--- config.mk ---
export PLATFORM = sky130hd
export DESIGN_NAME = seg7_scan_driver_flat
export DESIGN_NICKNAME = d
export VERILOG_FILES = /design/src/rtl/seg7_scan_driver_pkg.sv /design/src/rtl/seg7_scan_driver_if.sv /design/src/rtl/seg7_scan_driver_hex_to_seg7.sv /design/src/rtl/seg7_scan_driver.sv /design/src/flat_wrapper.sv
export SDC_FILE = /design/constraint.sdc
export NUM_CORES = 1
export LEC_CHECK = 0
export CAP_MARGIN = 10
export CORE_MARGIN = 3
export CORE_UTILIZATION = 50
export DETAILED_ROUTE_END_ITERATION = 16
export PLACE_DENSITY = 0.81
export SYNTH_ARGS = -nofsm -noshare
export SYNTH_HDL_FRONTEND = slang
export SYNTH_SLANG_ARGS = --single-unit
--- constraint.sdc ---
create_clock -name clk -period 4.4 [get_ports clk]
set_clock_uncertainty 0.2 [all_clocks]
set_input_delay 1.32 -clock clk [delete_from_list [all_inputs] [get_ports clk]]
set_output_delay 1.32 -clock clk [all_outputs]
set_load 0.02 [all_outputs]
--- src/rtl/seg7_scan_driver_pkg.sv ---
`default_nettype none
// ============================================================================
//  Package : seg7_pkg
//  Purpose : Shared constants and types for the 4-digit 7-segment scan
//            driver: digit count, blank pattern, and the hex glyph table.
//  Contents: DIGITS, SEG_BLANK, HEX_TABLE, nibble_t, seg_code_t, hex_code()
//  Revision: 1.0  initial release
// ============================================================================
package seg7_pkg;

  localparam int DIGITS = 4;

  typedef logic [3:0] nibble_t;
  typedef logic [6:0] seg_code_t;  // active-low {g,f,e,d,c,b,a}

  localparam seg_code_t SEG_BLANK = 7'h7F;

  // Entry n is the glyph for hex digit n, listed from F down to 0.
  localparam logic [15:0][6:0] HEX_TABLE = {
    7'h0E, 7'h06, 7'h21, 7'h46,   // F E d C
    7'h03, 7'h08, 7'h10, 7'h00,   // b A 9 8
    7'h78, 7'h02, 7'h12, 7'h19,   // 7 6 5 4
    7'h30, 7'h24, 7'h79, 7'h40    // 3 2 1 0
  };

  function automatic seg_code_t hex_code(input nibble_t n);
    return HEX_TABLE[n];
  endfunction

endpackage
`default_nettype wire

--- src/rtl/seg7_scan_driver_if.sv ---
`default_nettype none
// ============================================================================
//  Interface : seg7_scan_driver_if
//  Purpose   : Bundles the display-word input side and the anode/segment
//              output side of the scan driver.
//  Signals   : data_in[31:0], data_valid, half_sel, blank_lz  (to driver)
//              anode[3:0], seg[7:0]                            (from driver)
//  Modports  : master - word source / display observer
//              slave  - the scan driver itself
//  Revision  : 1.0  initial release
// ============================================================================
interface seg7_scan_driver_if;
  import seg7_pkg::*;

  logic [31:0]       data_in;
  logic              data_valid;
  logic              half_sel;
  logic              blank_lz;
  logic [DIGITS-1:0] anode;
  logic [7:0]        seg;

  modport master (
    output data_in, data_valid, half_sel, blank_lz,
    input  anode, seg
  );

  modport slave (
    input  data_in, data_valid, half_sel, blank_lz,
    output anode, seg
  );

endinterface
`default_nettype wire

--- src/rtl/seg7_scan_driver_hex_to_seg7.sv ---
`default_nettype none
// ============================================================================
//  Module  : hex_to_seg7
//  Purpose : Combinational hex nibble to active-low 7-segment glyph decoder.
//  Ports   : i_nib [3:0]  hex digit
//            o_seg [6:0]  active-low {g,f,e,d,c,b,a}
//  Revision: 1.0  initial release
// ============================================================================
module hex_to_seg7
  import seg7_pkg::*;
(
  input  nibble_t   i_nib,
  output seg_code_t o_seg
);

  assign o_seg = hex_code(i_nib);

endmodule
`default_nettype wire

--- src/rtl/seg7_scan_driver.sv ---
`default_nettype none
// ============================================================================
//  Module  : seg7_scan_driver
//  Purpose : Shows one 16-bit half of a snapshotted 32-bit word as hex on a
//            4-digit common-anode display. Digits are time-multiplexed with
//            a prescaler; each slot begins with all anodes off to suppress
//            ghosting. Optional leading-zero suppression.
//  Ports   : clk    system clock
//            reset  synchronous, active-high
//            bus    seg7_scan_driver_if.slave (data_in, data_valid,
//                   half_sel, blank_lz in; anode, seg out, active-low)
//  Params  : REFRESH_DIV   clk cycles per digit slot (>= 2)
//            BLANK_CYCLES  leading anode-off cycles per slot (< REFRESH_DIV)
//            CNT_W         prescaler width (must hold REFRESH_DIV-1)
//  Revision: 1.0  initial release
// ============================================================================
module seg7_scan_driver
  import seg7_pkg::*;
#(
  parameter int REFRESH_DIV  = 50000,
  parameter int BLANK_CYCLES = 500,
  parameter int CNT_W        = 16
) (
  input  wire logic         clk,
  input  wire logic         reset,
  seg7_scan_driver_if.slave bus
);

  localparam logic [CNT_W-1:0] c_PRESC_LAST = CNT_W'(REFRESH_DIV - 1);
  localparam logic [CNT_W-1:0] c_BLANK_END  = CNT_W'(BLANK_CYCLES);

  logic [31:0]      r_snap;
  logic [CNT_W-1:0] r_presc;
  logic [1:0]       r_idx;
  nibble_t          r_slot_nib;
  logic             r_slot_blank;
  logic             r_hold;        // keeps outputs dark on the first edge after reset
  logic [3:0]       r_anode;
  logic [7:0]       r_seg;

  logic             w_slot_end;
  logic [15:0]      w_half;
  logic [1:0]       w_next_idx;
  nibble_t          w_next_nib;
  logic             w_upper_zero;
  logic             w_next_blank;
  seg_code_t        w_code;
  logic             w_dp_n;
  logic [3:0]       w_anode;

  assign w_slot_end = (r_presc == c_PRESC_LAST);
  assign w_half     = bus.half_sel ? r_snap[31:16] : r_snap[15:0];
  assign w_next_idx = r_idx + 2'd1;

  // Content for the slot that starts after this edge: the digit selector
  // looks one position ahead because idx advances on the same edge.
  always_comb begin
    w_next_nib   = w_half[3:0];
    w_upper_zero = 1'b0;
    case (w_next_idx)
      2'd0: begin
        w_next_nib   = w_half[3:0];
        w_upper_zero = 1'b0;             // rightmost digit always shows
      end
      2'd1: begin
        w_next_nib   = w_half[7:4];
        w_upper_zero = (w_half[15:4] == 12'd0);
      end
      2'd2: begin
        w_next_nib   = w_half[11:8];
        w_upper_zero = (w_half[15:8] == 8'd0);
      end
      default: begin
        w_next_nib   = w_half[15:12];
        w_upper_zero = (w_half[15:12] == 4'd0);
      end
    endcase
  end

  assign w_next_blank = bus.blank_lz & w_upper_zero;

  hex_to_seg7 u_hex (
    .i_nib (r_slot_nib),
    .o_seg (w_code)
  );

  // Decimal point on the leftmost digit flags that the upper half is shown.
  assign w_dp_n  = ~((r_idx == 2'd3) & bus.half_sel);
  assign w_anode = ((r_presc < c_BLANK_END) || r_slot_blank) ? 4'hF
                                                             : ~(4'b0001 << r_idx);

  always_ff @(posedge clk) begin
    if (reset) begin
      r_snap       <= 32'd0;
      r_presc      <= '0;
      r_idx        <= 2'd0;
      r_slot_nib   <= 4'd0;
      r_slot_blank <= 1'b0;
      r_hold       <= 1'b1;
      r_anode      <= 4'hF;
      r_seg        <= {1'b1, SEG_BLANK};
    end else begin
      if (bus.data_valid) begin
        r_snap <= bus.data_in;
      end

      if (w_slot_end) begin
        r_presc      <= '0;
        r_idx        <= w_next_idx;
        r_slot_nib   <= w_next_nib;
        r_slot_blank <= w_next_blank;
      end else begin
        r_presc      <= r_presc + CNT_W'(1);
      end

      r_hold <= 1'b0;
      if (r_hold) begin
        r_anode <= 4'hF;
        r_seg   <= {1'b1, SEG_BLANK};
      end else begin
        r_anode <= w_anode;
        r_seg   <= {w_dp_n, w_code};
      end
    end
  end

  assign bus.anode = r_anode;
  assign bus.seg   = r_seg;

endmodule
`default_nettype wire

--- src/flat_wrapper.sv ---
// flat-port wrapper written by rule: the top's interface ports become plain ports
module seg7_scan_driver_flat import seg7_pkg::*;
#(
  parameter int REFRESH_DIV  = 50000,
  parameter int BLANK_CYCLES = 500,
  parameter int CNT_W        = 16
)
  (clk, reset, bus_data_in, bus_data_valid, bus_half_sel, bus_blank_lz, bus_anode, bus_seg);
  seg7_scan_driver_if bus_i ();
  input  wire logic clk;
  input  wire logic reset;
  input wire logic [$bits(bus_i.data_in)-1:0] bus_data_in;
  input wire logic [$bits(bus_i.data_valid)-1:0] bus_data_valid;
  input wire logic [$bits(bus_i.half_sel)-1:0] bus_half_sel;
  input wire logic [$bits(bus_i.blank_lz)-1:0] bus_blank_lz;
  output wire logic [$bits(bus_i.anode)-1:0] bus_anode;
  output wire logic [$bits(bus_i.seg)-1:0] bus_seg;
  assign bus_i.data_in = bus_data_in;
  assign bus_i.data_valid = bus_data_valid;
  assign bus_i.half_sel = bus_half_sel;
  assign bus_i.blank_lz = bus_blank_lz;
  assign bus_anode = bus_i.anode;
  assign bus_seg = bus_i.seg;
  seg7_scan_driver #(.REFRESH_DIV(REFRESH_DIV), .BLANK_CYCLES(BLANK_CYCLES), .CNT_W(CNT_W)) u_core (.clk(clk), .reset(reset), .bus(bus_i));
endmodule
# == Word-level counts from Yosys, hierarchy flattened ==
# Memories as Yosys holds them, arrays and structs flattened. A register that Yosys moved wholly into a read port is not among the register bits.
# Cells that the tools add are included.
# word_totals
rom_bits,112
elab_cells,35
out_inout_bits,12
memories,1
input_bits,37
reg_bits,68
# mem_list
name,depth,width,rd,rd_clocked_by_memory_dff,wr,line,rtl
(name not given),16,7,1,1,0,seg7_scan_driver_pkg.sv:27,return HEX_TABLE[n];
# op_classes
shift,1
reduce_logical,8
n_bitwise,4
addsub,2
n_eq_ne,4
order_cmp,2
muxes,5
# op_table
cell,n
adder 16 x 1 -> 16 bit (second input constant),1
equality test 16 bit (second input constant),1
< comparator 16 x 9 -> 1 bit (second input constant),1
2-to-1 mux 16 bit,1
zero test 12 bit,1
case mux 4 bit (3 select lines),1
zero test 8 bit,1
2-to-1 mux 7 bit,1
< comparator 4 x 5 -> 1 bit (second input constant),1
equality test 2 bit (second input constant),2
zero test 4 bit,1
inverter 4 bit,1
OR reduction 2 bit,2
left shift 1 x 2 -> 4 bit (first input constant),1
case mux 1 bit (3 select lines),1
OR reduction 3 bit,1
adder 2 x 1 -> 2 bit (second input constant),1
bitwise AND 1 bit,2
equality test 2 x 1 -> 1 bit (second input constant),1
zero test 2 bit,1
logical OR 1 bit,1
2-to-1 mux 1 bit,1
inverter 1 bit,1

# == Depth between registers and ports, before layout ==
# logic_depth
depth_word,4
depth_mapped,8
mapped_depth_nobuf,5

# == By module ==
# Synthesis repeated with hierarchy kept, for this count alone.
# hier_totals
cells_unflattened,321
hier_area_um2,3075.4
# by_module_without_submodules
module,area_each_um2,instances,seq_area_each_um2,cells_per_inst
seg7_scan_driver,2827.7,1,1361.3,286
hex_to_seg7,247.7,1,0.0,35

# == Least setup slack after synthesis ==
# Ideal clock, no wire load.
# synth_timing
path_type,input to register
start,input port bus_half_sel
end,register u_core.r_slot_blank
arrival_time_ps,2266
t_required_ps,4104
path_buffers,1
setup_time_ps,96
path_stages,5
slack_ps,1838
path_cell_list,buf_2 mux2i_1 and3_1 o2111ai_1 o41ai_2
# synth_between
elab_chain_cells,4
word_cells_on_any_way,6
classes_between,mux: 2; bitwise: 1; reduce/logical: 3
# synth_lines
element,line,rtl
start: declaration,flat_wrapper.sv:14,input wire logic [$bits(bus_i.half_sel)-1:0] bus_half_sel;
2-to-1 mux 16 bit (*),seg7_scan_driver.sv:52,assign w_half = bus.half_sel ? r_snap[31:16] : r_snap[15:0];
zero test 12 bit (tied with other cells),seg7_scan_driver.sv:67,w_upper_zero = (w_half[15:4] == 12'd0);
case mux 1 bit (3 select lines) (*),seg7_scan_driver.sv:60,case (w_next_idx)
bitwise AND 1 bit (*),seg7_scan_driver.sv:80,assign w_next_blank = bus.blank_lz & w_upper_zero;
end signal: assignment,seg7_scan_driver.sv:111,r_slot_blank <= w_next_blank;
end: declaration,seg7_scan_driver.sv:36,logic r_slot_blank;
# Mark *: on every way between the ends. The rest lies on a longest branch, timed or not.
# A chain may end at the register's enable or synchronous reset.

# == Final worst setup path ==
# Same ends and word-level chain as after synthesis.

==> summary.md <==
| Metric | Value |
|---|---|
| CTS resizes | 0 |
| Synth Area in Adders | 4.810% |
| Post-synthesis sequential area ratio | 43.61% |
| Post-place setup slack | 773.7 ps |
| Worst Tran Pin Value | 905.8 ps |
| Xor and xnor area share after synthesis | 3.928% |
| EDFF count, synth | 0 |
| Minimum clock period | 3273 ps |
| Crit-path cells | clkdlybuf4s50_1, mux2i_1, and3_1, o2111ai_1, o41ai_2 |
| CP Max Fanout | 21 |
| Worst EP required | 4450 ps |
| Asr flop ratio synth | 0% |
| Synth Warn # | 0 |
| I/O pins | 49 |
| Cell Int Power | 1.052 mW |
| Die area | 0.007228 sq mm |
| Diode count | 0 |
| DP HPWL | 4637 microns |
| Fmax | 305.5 MHz |
| CTS buffer count | 9 |
| Clock-pin slew on the worst setup and hold paths | 80 ps |
| Main combinational cell family by area after synthesis | simple AND/OR/NAND/NOR gates |
| Slowest cell on crit path | clkdlybuf4s50_1 |
| I/O Buffers | 48 |
| Startpoint type of the worst setup path | input pin |
| Sw frac | 22.13% |
| CTS tree | built |
| Clock latency on the worst-skew pair | 350 ps |
| Reg2reg start | u_core.r_presc[0] |
| Hold slack | 259.6 ps |
| Antenna Nets Post-Route | 0 |
| Most frequent cell after synthesis | dfxtp_1 |
| Worst R2R End | u_core.r_presc[3] |
| Yosys reg bits | 68 |
| Final total power | 1.351 mW |
| Area leader, netlist | dfxtp_1 |
| Lkg Pwr | 1.565 nW |
| Synthesized net count | 363 |
| Outcome | complete, no violations |
| # rows | 28 |
| Setup Viol. Count Final | 0 |
| WS Path Type | input pin to register |
| Flop2flop setup slack | 2280 ps |
| 1st-pass router iterations | 4 |
| RSZ-0062 raised after global routing | no |
| CP delay by family, top | buffers and inverters |
| Post-synthesis compound-gate area fraction | 9.860% |
| Placer Congestion | 0.8816 |
| DRC Markers | 0 |
| Max_cap viols | 0 |
| Hold_buf cts | 0 |
| Post-Route WL | 6510 microns |
| DIE HEIGHT | 85.02 microns |
| Synth Area in Simple Gates | 17.72% |
| Initial antenna violation count | 0 |
| Vias | 2368 |
| Seq pwr share | 48.6% |
| Bufs and invs on worst path | 1 |
| Multiplexer share of the synthesized area | 16.51% |
| # clock sinks | 68 |
| Yosys top cell area share | 43.61% |
| WHS Endpoint | u_core.r_presc[0] |
| Global route overflow | 0 |
| Syn avg cell area | 9.942 sq um |
| H-Tree Depth | 3 |
| Hold Vio Cnt, Final | 0 |
| Synth Flop Type | dfxtp_1 |
| Sw power | 299.0 uW |
| First-pass GRT wire length | 11110 microns |
| GRT Total Usage | 19.47% |
| Clock network power share | 42.7% |
| Critical path's largest stage delay | 1060 ps |
| Core area | 0.005991 sq mm |
| Relative slew slack | 39.43% |
| Synthesized cell area | 0.003122 sq mm |
| Final net count | 405 |
| Synth Instances | 314 |
| Setup TNS | 0 ps |
| Layout cells sized above 1 | 9.444% |
| Final core occ | 63.93% |
| Largest net degree at the start of global routing | 33 |
| List of most frequent post-synthesis cells | dfxtp_1 (68), nor2_1 (51), mux2i_1 (38) |
| Critical path depth in cells | 5 |
| Cells on Worst Hold Path | 1 |
| CTS max path bufs | 2 |
| Area contributors post-synth | dfxtp_1 (44%), mux2i_1 (12%), nor2_1 (6.1%), ha_1 (4.8%), mux2_2 (2.9%) |
| PwrDens | 352.8 mW/mm^2 |
| Initial Util | 52.11% |
| Area delta synth->final | 22.69% |
| Die Wd | 85.02 microns |
| Crit path arrival time | 3330 ps |
| Hold path startpoint | u_core.r_presc[0] |
| Cell variety after synth | 44 |
| Reg2reg path depth | 5 |
| CP endpoint kind | register |
| DR WL/cell | 14.97 microns |
| Postcts setup bufs | 0 |
| DR vias/cell | 5.444 |
| Max IR drop VDD | 242.2 uV |
| Final worst setup slack | 1127 ps |
| Clk root buf | clkbuf_8 |
| Number of global-route vias before repair | 2349 |
| Min-Delay Path Class | register to register |
| Max Slew Vio Count | 0 |
| Comb pwr share | 8.7% |
| Post-route clock period utilization | 74.39% |
| Initial DRC Count | 79 |
[metal layers]
layer  routed length, microns  vias up  global-route usage, %
li1                         -     1190                      -
met1                     2813     1094                  22.96
met2                     3163       66                  32.06
met3                      288       18                  5.437
met4                      244        0                  10.36
met5                        0        -                      0
[worst max path at each step]
stage,startpoint,to,slack [ps]
after floorplan,bus_half_sel,u_core.r_slot_blank,1840
after global placement,bus_half_sel,u_core.r_slot_nib[0],890
after detailed placement,bus_half_sel,u_core.r_slot_blank,770
after CTS,bus_half_sel,u_core.r_slot_blank,1150
after global routing,bus_half_sel,u_core.r_slot_blank,1000
final,bus_half_sel,u_core.r_slot_blank,1130
[area by class of cell]
class,instances,area (sq um)
Inverter,5,18.77
Clock buffer,11,151.4
Fill cell,494,2161
Sequential cell,68,1361
Timing Repair Buffer,49,483.0
Multi-Input combinational cell,223,1649
Clock inverter,4,72.57
Tap cell,75,93.84
[metrics by stage]
stage,instance area (sq um),instances
final,3830,435
after floorplan,3122,314
after detailed placement,3606,420
after global placement,3606,420
after global routing,3830,435
after CTS,3830,435
[kinds of logic (layout without fill, tap and decap cells)]
family	after synthesis	after routing
AND/OR/NAND/NOR	108	108
multiplexers	50	50
flip-flops	68	68
XOR/XNOR	14	14
adder cells (fa/ha/maj)	12	12
AO/OA/AOI/OAI	39	39
buffers and inverters	23	69
[power groups by stage]
stage / registers, mW / logic, mW / clock network [mW]
4_1_cts: 0.657 / 0.118 / 0.588
3_3_place_gp: 0.670 / 0.113 / 0
3_5_place_dp: 0.670 / 0.117 / 0
2_1_floorplan: 0.667 / 0.0678 / 0
6_report: 0.657 / 0.118 / 0.576
5_1_grt: 0.659 / 0.129 / 0.614
[placed cells by master (no fill, tap or decap), drive strengths merged, types with 3 or more instances in the layout]
master / count
mux2: 12
nand4: 7
o21ai: 3
o211ai: 7
nor3: 3
a21oi: 11
clkbuf: 11
nand2b: 3
and4: 3
xor2: 8
o21a: 3
ha: 12
nand3: 9
nor2: 51
a221o: 4
nor4: 4
nand2: 15
a22oi: 4
and3: 4
o41ai: 3
xnor2: 6
dfxtp: 68
inv: 5
mux2i: 38
clkdlybuf4s50: 47
[state kept, by name, summed over array words and instances, names as in the netlist]
signal / count
u_core.r_slot_nib: 4
u_core.bus.anode: 4
u_core.bus.seg: 8
u_core.r_slot_blank: 1
u_core.r_hold: 1
u_core.r_idx: 2
u_core.r_snap: 32
u_core.r_presc: 16
[worst reg2reg max path: stages (launching register included)]
cell      delay, ps
dfxtp_1         370
ha_1            220
and3_1          320
nand4_2         260
nand2b_1        510
nor2_1          110
Note: power is estimated with default switching activity, not from simulation.
